**src/rtl/mac_dot_sequencer.sv**
```systemverilog
// mac_dot_sequencer
// -----------------
// Operand sequencer and result collector for one external mac_unit column.
// Takes a start command carrying a term count. Streams operand pairs from a
// valid/ready source into the MAC. Closes the accumulator loop
// (acc_out -> acc_in) and presents the finished dot product on a valid/ready
// result port.
//
// Parameters
//   DATA_WIDTH : operand width; accumulator/result width is 2*DATA_WIDTH
//   LEN_WIDTH  : width of the term count
//
// Ports
//   clk, rst           : clock (rising edge), asynchronous active-high reset
//   start, len         : command strobe and term count (accepted in IDLE only)
//   busy               : high whenever not IDLE
//   op_valid, op_ready : operand pair handshake (op_ready high only in RUN)
//   op_a, op_b         : signed operand pair
//   mac_a, mac_b       : MAC multiplier inputs
//   mac_acc_in         : MAC accumulator input
//   mac_acc_out        : MAC registered accumulator output (1-cycle latency)
//   res_valid, res_data, res_ready : result handshake and dot product
//   abort              : only with MAC_DOT_SEQ_ABORT_EN defined; drops an
//                        in-flight command from RUN or DRAIN without a result
//
// Configuration macro: MAC_DOT_SEQ_ABORT_EN (undefined by default).

module mac_dot_sequencer #(
  parameter int DATA_WIDTH = 16,
  parameter int LEN_WIDTH  = 8
) (
  input  logic                           clk,
  input  logic                           rst,
  input  logic                           start,
  input  logic        [LEN_WIDTH-1:0]    len,
  output logic                           busy,
  input  logic                           op_valid,
  input  logic signed [DATA_WIDTH-1:0]   op_a,
  input  logic signed [DATA_WIDTH-1:0]   op_b,
  output logic                           op_ready,
  output logic signed [DATA_WIDTH-1:0]   mac_a,
  output logic signed [DATA_WIDTH-1:0]   mac_b,
  output logic signed [2*DATA_WIDTH-1:0] mac_acc_in,
  input  logic signed [2*DATA_WIDTH-1:0] mac_acc_out,
`ifdef MAC_DOT_SEQ_ABORT_EN
  input  logic                           abort,
`endif
  output logic                           res_valid,
  output logic signed [2*DATA_WIDTH-1:0] res_data,
  input  logic                           res_ready
);

  localparam int ACC_WIDTH = 2 * DATA_WIDTH;

  typedef enum logic [1:0] {
    S_IDLE  = 2'd0,
    S_RUN   = 2'd1,
    S_DRAIN = 2'd2,
    S_DONE  = 2'd3
  } state_t;

  state_t                      state, state_nxt;
  logic        [LEN_WIDTH-1:0] cnt, cnt_nxt;
  logic                        first, first_nxt;
  logic signed [ACC_WIDTH-1:0] res_q, res_nxt;
  logic                        abort_act;
  logic                        accept;

  // abort only matters while a command is in flight
`ifdef MAC_DOT_SEQ_ABORT_EN
  assign abort_act = abort & ((state == S_RUN) | (state == S_DRAIN));
`else
  assign abort_act = 1'b0;
`endif

  // A term is taken only when it is not overruled by abort in the same cycle.
  assign accept = (state == S_RUN) & op_valid & ~abort_act;

  assign res_data = res_q;

  // ---- state register ----
  always_ff @(posedge clk or posedge rst) begin
    if (rst) begin
      state <= S_IDLE;
      cnt   <= '0;
      first <= 1'b0;
      res_q <= '0;
    end else begin
      state <= state_nxt;
      cnt   <= cnt_nxt;
      first <= first_nxt;
      res_q <= res_nxt;
    end
  end

  // ---- next state and combinational drives ----
  always_comb begin
    state_nxt  = state;
    cnt_nxt    = cnt;
    first_nxt  = first;
    res_nxt    = res_q;
    busy       = (state != S_IDLE);
    op_ready   = 1'b0;
    res_valid  = 1'b0;
    mac_a      = '0;
    mac_b      = '0;
    mac_acc_in = '0;

    case (state)
      S_IDLE: begin
        if (start) begin
          if (len != '0) begin
            cnt_nxt   = len;
            first_nxt = 1'b1;
            state_nxt = S_RUN;
          end else begin
            res_nxt   = '0;
            state_nxt = S_DONE;
          end
        end
      end

      S_RUN: begin
        op_ready = 1'b1;
        // The first term restarts the sum, so stale MAC contents never leak
        // into a new command. Zero operands during stalls keep the sum held.
        mac_acc_in = first ? '0 : mac_acc_out;
        if (accept) begin
          mac_a     = op_a;
          mac_b     = op_b;
          first_nxt = 1'b0;
          cnt_nxt   = cnt - 1'b1;
          if (cnt == LEN_WIDTH'(1)) begin
            state_nxt = S_DRAIN;
          end
        end
        if (abort_act) begin
          cnt_nxt   = '0;
          first_nxt = 1'b0;
          state_nxt = S_IDLE;
        end
      end

      S_DRAIN: begin
        // The last product has just landed in the MAC register.
        mac_acc_in = mac_acc_out;
        if (abort_act) begin
          state_nxt = S_IDLE;
        end else begin
          res_nxt   = mac_acc_out;
          state_nxt = S_DONE;
        end
      end

      S_DONE: begin
        res_valid = 1'b1;
        if (res_ready) begin
          state_nxt = S_IDLE;
        end
      end

      default: begin
        state_nxt = S_IDLE;
      end
    endcase
  end

endmodule

```
**config.mk**
```make
export PLATFORM = sky130hd
export DESIGN_NAME = mac_dot_sequencer
export DESIGN_NICKNAME = d
export VERILOG_FILES = /design/src/rtl/mac_dot_sequencer.sv
export SDC_FILE = /design/constraint.sdc
export NUM_CORES = 1
export LEC_CHECK = 0
export ABC_AREA = 0
export BUFFER_PORTS_ARGS = -buffer_cell sky130_fd_sc_hd__buf_2
export CAP_MARGIN = 20
export CORE_MARGIN = 1
export CORE_UTILIZATION = 42
export DETAILED_ROUTE_END_ITERATION = 8
export PLACE_DENSITY_LB_ADDON = 0.2
export SLEW_MARGIN = 20
export SYNTH_ARGS = -nofsm -noshare
export SYNTH_HDL_FRONTEND = slang
export SYNTH_SLANG_ARGS = --single-unit
```
**constraint.sdc**
```tcl
create_clock -name clk -period 3.2 [get_ports clk]
set_input_delay 0.64 -clock clk [delete_from_list [all_inputs] [get_ports clk]]
set_output_delay 0.64 -clock clk [all_outputs]
set_load 0.02 [all_outputs]
```
==> results of run 1 <==
[layer usage]
metal | routed length, um | track usage [%] | vias to the layer above | share of wire [%]
li1 | - | - | 1441 | -
met1 | 3100 | 27.7 | 1345 | 40
met2 | 3830 | 38.2 | 145 | 50
met3 | 612 | 4.00 | 10 | 8.0
met4 | 108 | 6.49 | 0 | 1.4
met5 | 0 | 0 | - | 0
[state kept, by name, indices dropped and copies added (netlist names)]
name	count
first	1
res_data	32
state	2
cnt	8
[cells in the mapped netlist (3+ instances only)]
cell type	n
and3_1	66
dfrtp_1	43
inv_1	41
nand3_1	37
o21ai_0	32
clkbuf_1	21
nand2_1	8
a21oi_1	7
ha_1	7
nor2_1	5
o21ai_1	5
a211o_1	4
nand4_1	4
or3_1	4
buf_6	3
clkbuf_2	3
nor3b_1	3
[through the flow]
stage / hold WS, ns / std cells
finish: 0.426 / 555
global route: 0.464 / 555
CTS: 0.441 / 555
detailed placement: 0.514 / 548
global placement: 0.510 / 548
floorplan: 0.479 / 323
[worst paths after layout]
path / end / slack (ns) / from
min in group clk: res_data[13] / 0.53 / res_data[13]
min reg2reg: res_data[13] / 0.53 / res_data[13]
min: res_data[4] / 0.43 / rst
max: mac_acc_in[16] / 0.38 / state[1]
max reg2reg: cnt[1] / 0.98 / state[1]
max in group asynchronous: res_data[31] / 2.07 / rst
[cell families after synthesis]
| group | synth area share (%) |
|---|---|
| flops | 40.4 |
| mux | 0.752 |
| simple gates | 28.9 |
| compound gates | 15.4 |
| fa+ha+maj | 3.29 |
| buf+inv | 11.2 |
[power by group through the flow]
stage / sequential, mW / combinational [mW] / clock (mW)
detailed placement: 0.874 / 1.93 / 0
CTS: 0.868 / 1.93 / 0.345
floorplan: 0.979 / 1.25 / 0
finish: 0.872 / 1.93 / 0.336
global route: 0.897 / 2.10 / 0.371
global placement: 0.872 / 1.89 / 0
[layout make-up]
| type | count | area, um^2 | share of cell area (%) |
|---|---|---|---|
| inverters | 42 | 158 | 4.35 |
| flip-flops and latches | 43 | 1080 | 29.7 |
| repair buffers | 180 | 926 | 25.6 |
| clock inverters | 2 | 13.8 | 0.380 |
| multi-input cells | 208 | 1290 | 35.5 |
| clock buffers | 5 | 68.8 | 1.90 |
| well taps | 75 | 93.8 | 2.59 |
==> results.sh, run 1 <==
export IMPL_clock_latency_ns=0.29
export IMPL_grt_pass1_vias=2407
export IMPL_p_clk_share_pct=10.7
export IMPL_nNetsFinal=564
export IMPL_period_needed_ns=2.82
export IMPL_drt_iter0_markers=224
export IMPL_internal_power_mw=1.54
export IMPL_antenna_left=0
export IMPL_grt_usage_pct=22.0
export IMPL_cts_max_level=2
export IMPL_layout_common_cells="175 x buf_2, 66 x and3_1, 43 x dfrtp_1"
export IMPL_hold_viol=0
export IMPL_max_slew_margin_pct=40.6
export IMPL_drv_cap=0
export IMPL_critPathKind="reg -> out"
export IMPL_worstPathCellList="inv_1, ha_1, clkinv_1, o21ai_1, buf_4, and3_1, buf_2"
export IMPL_cts_hold_buf=0
export IMPL_syn_cell_area_um2=2660
export IMPL_synthesis_nets=407
export IMPL_drt_total_wl_mm=7.65
export IMPL_cts_setup_buffers=0
export IMPL_setup_slack_ns=0.377
export IMPL_pin_count=176
export IMPL_synth_edff_count=0
export IMPL_rsz0062_at_grt="false"
export IMPL_period_share_pct=88.2
export IMPL_die_y_um=81.6
export IMPL_syn_inst=323
export IMPL_synth_top_area_cell="dfrtp_1"
export IMPL_dp_slack_ns=0.741
export IMPL_switchingPower_mw=1.60
export IMPL_seq_area_frac_synth_pct=40.4
export IMPL_crit_cells=7
export IMPL_place_gp_congestion=0.903
export IMPL_fill_cells=555
export IMPL_swShare_pct=51.0
export IMPL_hpwl_mm=5.67
export IMPL_avgSynthCellArea_um2=8.24
export IMPL_arrival_ns=2.18
export IMPL_postPlaceCellArea_um2=3540
export IMPL_synth_flop_cell="dfrtp_1"
export IMPL_power_frac_seq_pct=27.8
export IMPL_tightest_slew_ns=0.886
export IMPL_synth_warning_count=0
export IMPL_status="finished clean"
export IMPL_combinationalPowerShare_pct=61.5
export IMPL_hp_class="in -> async"
export IMPL_design_area_um2=3620
export IMPL_end_kind="output pin"
export IMPL_synthTopCellsByArea="dfrtp_1 40%, and3_1 16%, nand3_1 7.0%"
export IMPL_clock_sinks=43
export IMPL_skew_ns=0.00325
export IMPL_grt_overflow_total=0
export IMPL_vias=2941
export IMPL_crit_path_top_delay_cell="dfrtp_1"
export IMPL_start_util_pct=44.2
export IMPL_die_area_um2=6660
export IMPL_dr_pass1_iters=4
export IMPL_via_per_inst=5.30
export IMPL_synth_seq_cells=43
export IMPL_setup_tns_ns=0
export IMPL_p_leak_nw=2.17
export IMPL_diodes=0
export IMPL_cp_max_fo=32
export IMPL_cts_tree="yes"
export IMPL_drc=0
export IMPL_required_ns=2.56
export IMPL_layout_drive_gt1_share_pct=39.4
export IMPL_ys_async_sr_fraction_pct=100
export IMPL_power_density_nw_per_um2=867
export IMPL_port_buffers=175
export IMPL_crit_buf_inv=4
export IMPL_setup_viol=0
export IMPL_wl_per_cell_um=13.8
export IMPL_fmax_ghz=0.354
export IMPL_clk_pin_slew_ns=0.08
export IMPL_core_um2=6030
export IMPL_syn_to_final_growth_pct=36.1
export IMPL_numCtsBuffers=5
export IMPL_ff2ff_path_depth=7
export IMPL_num_rows=28
export IMPL_critPathTopFamily="buffers and inverters"
export IMPL_mostFrequentLayoutCell="buf_2"
export IMPL_synthDominantCellAreaShare_pct=40.4
export IMPL_drv_slew=0
export IMPL_grt_max_degree=65
export IMPL_total_power_mw=3.14
export IMPL_crit_path_start_kind="flip-flop"
export IMPL_synthDistinctLibCells=38
export IMPL_antenna_found_initial=0
export IMPL_root_buffer="clkbuf_8"
export IMPL_cts_buffer_depth=2
export IMPL_slowest_delay_ns=0.41
export IMPL_peakVddDrop_v=0.000431
export IMPL_dieWidth_um=81.6
export IMPL_grt_pass1_wl_mm=11.3
export IMPL_cts_resized_gates=0
export IMPL_final_core_utilization_pct=60.1
No activity file was read; power rests on OpenSTA's default activity.
==> run 2: changes to the inputs <==
--- a/config.mk
+++ b/config.mk
@@ -11,7 +11,9 @@
 export CORE_MARGIN = 1
 export CORE_UTILIZATION = 42
 export DETAILED_ROUTE_END_ITERATION = 8
+export GPL_TIMING_DRIVEN = 0
 export PLACE_DENSITY_LB_ADDON = 0.2
+export REMOVE_ABC_BUFFERS = 1
 export SLEW_MARGIN = 20
 export SYNTH_ARGS = -nofsm -noshare
 export SYNTH_HDL_FRONTEND = slang
==> results.sh, run 2 (synthesized netlist as in run 1, its figures left out) <==
export IMPL_status="finished clean"
export IMPL_vias=2905
export IMPL_peakVddDrop_v=0.000363
export IMPL_drt_total_wl_mm=7.83
export IMPL_hp_class="in -> async"
export IMPL_fmax_ghz=0.333
export IMPL_grt_overflow_total=0
export IMPL_p_leak_nw=2.20
export IMPL_port_buffers=175
export IMPL_via_per_inst=5.22
export IMPL_dr_pass1_iters=4
export IMPL_grt_max_degree=47
export IMPL_instances_no_fill=556
export IMPL_drc=0
export IMPL_drv_cap=0
export IMPL_layout_common_cells="175 x buf_2, 66 x and3_1, 43 x dfrtp_1"
export IMPL_fill_cells=545
export IMPL_clk_pin_slew_ns=0.09
export IMPL_largest_register_ffs=32
export IMPL_period_share_pct=93.9
export IMPL_mostFrequentLayoutCell="buf_2"
export IMPL_tightest_slew_ns=0.774
export IMPL_cts_max_level=2
export IMPL_layout_drive_gt1_share_pct=40.5
export IMPL_diodes=0
export IMPL_clock_sinks=43
export IMPL_antenna_left=0
export IMPL_skew_ns=0.0105
export IMPL_die_area_um2=6660
export IMPL_crit_path_start_kind="flip-flop"
export IMPL_power_density_nw_per_um2=890
export IMPL_total_power_mw=3.30
export IMPL_critPathKind="reg -> out"
export IMPL_clock_latency_ns=0.30
export IMPL_dieWidth_um=81.6
export IMPL_ff2ff_path_depth=7
export IMPL_drv_slew=0
export IMPL_die_y_um=81.6
export IMPL_cts_tree="yes"
export IMPL_nNetsFinal=564
export IMPL_cts_buffer_depth=2
export IMPL_hold_viol=0
export IMPL_pin_count=176
export IMPL_cp_max_fo=24
export IMPL_start_util_pct=44.2
export IMPL_grt_pass1_wl_mm=12.3
export IMPL_rsz0062_at_grt="false"
export IMPL_place_gp_congestion=0.859
export IMPL_arrival_ns=2.36
export IMPL_numCtsBuffers=5
export IMPL_hpwl_mm=5.48
export IMPL_wl_per_cell_um=14.1
export IMPL_grt_usage_pct=23.8
export IMPL_syn_to_final_growth_pct=39.5
export IMPL_antenna_found_initial=0
export IMPL_num_rows=28
export IMPL_grt_pass1_vias=2633
export IMPL_dp_cells=547
export IMPL_end_kind="output pin"
export IMPL_root_buffer="clkbuf_8"
export IMPL_setup_viol=0
export IMPL_drt_iter0_markers=118
export IMPL_core_um2=6030
export IMPL_period_needed_ns=3.00
export IMPL_max_slew_margin_pct=48.4
export IMPL_required_ns=2.56
## run 2: cell count changes in the layout (fill, tap and decap cells not counted), sizes merged
| cell | change |
|---|---|
| clkinv | -1 |
| bufinv | +1 |
| inv | +1 |
## run 2: metal layers
metal	routed length, um	GRT usage [%]	up-vias
met5	0	0	-
met4	104	7.37	0
met3	576	4.67	10
met2	3710	40.9	122
met1	3440	29.9	1322
li1	-	-	1451
## run 2: final cells by class
cell class / count / area [um^2] / share of cell area (%)
multi-input combinational: 208 / 1320 / 35.6
sequential: 43 / 1080 / 29.0
timing repair buffer: 180 / 948 / 25.5
inverter: 42 / 159 / 4.28
tap: 75 / 93.8 / 2.53
clock buffer: 5 / 68.8 / 1.85
clock inverter: 3 / 43.8 / 1.18
## run 2: what timing repair did
action	4_1_cts	5_1_grt
hold buffers	0	0
gates resized for setup	5	0
endpoints found under the setup margin	32	19
gates cloned	0	0
setup buffers	0	1
## run 2: final timing paths
kind	startpoint	to	slack [ns]
setup / recovery	state[1]	mac_acc_in[15]	0.20
min in group clk	res_data[13]	res_data[13]	0.52
hold / removal	rst	cnt[4]	0.25
hold reg to reg	res_data[13]	res_data[13]	0.52
max in group asynchronous	rst	res_data[30]	2.48
setup reg to reg	state[0]	res_data[28]	0.74
## run 2: report_power, final
| group | total (mW) | internal (mW) | switching [mW] |
|---|---|---|---|
| Combinational | 2.00 | 0.709 | 1.29 |
| Clock | 0.430 | 0.233 | 0.197 |
| Sequential | 0.877 | 0.727 | 0.149 |
| Total | 3.30 | 1.67 | 1.64 |
## run 2: per-stage QoR
stage	setup TNS, ns	instance area [um^2]	worst slack, ns	hold WS, ns	util [%]
final	0	3710	0.196	0.253	61.6
after global routing	0	3710	0.0122	0.282	61.6
after CTS	0	3700	0.0195	0.264	61.4
after detailed placement	-20.29	3550	-0.737	0.511	59.0
after global placement	-69.34	3490	-2.05	0.498	57.9
after floorplan	-24.56	2520	-0.768	0.479	-
## run 2: worst max-delay path: stages (launching register included)
cell,delay [ns]
dfrtp_1,0.43
inv_1,0.17
ha_4,0.29
clkinv_2,0.21
o21ai_4,0.39
buf_6,0.22
and3_1,0.19
buf_2,0.17
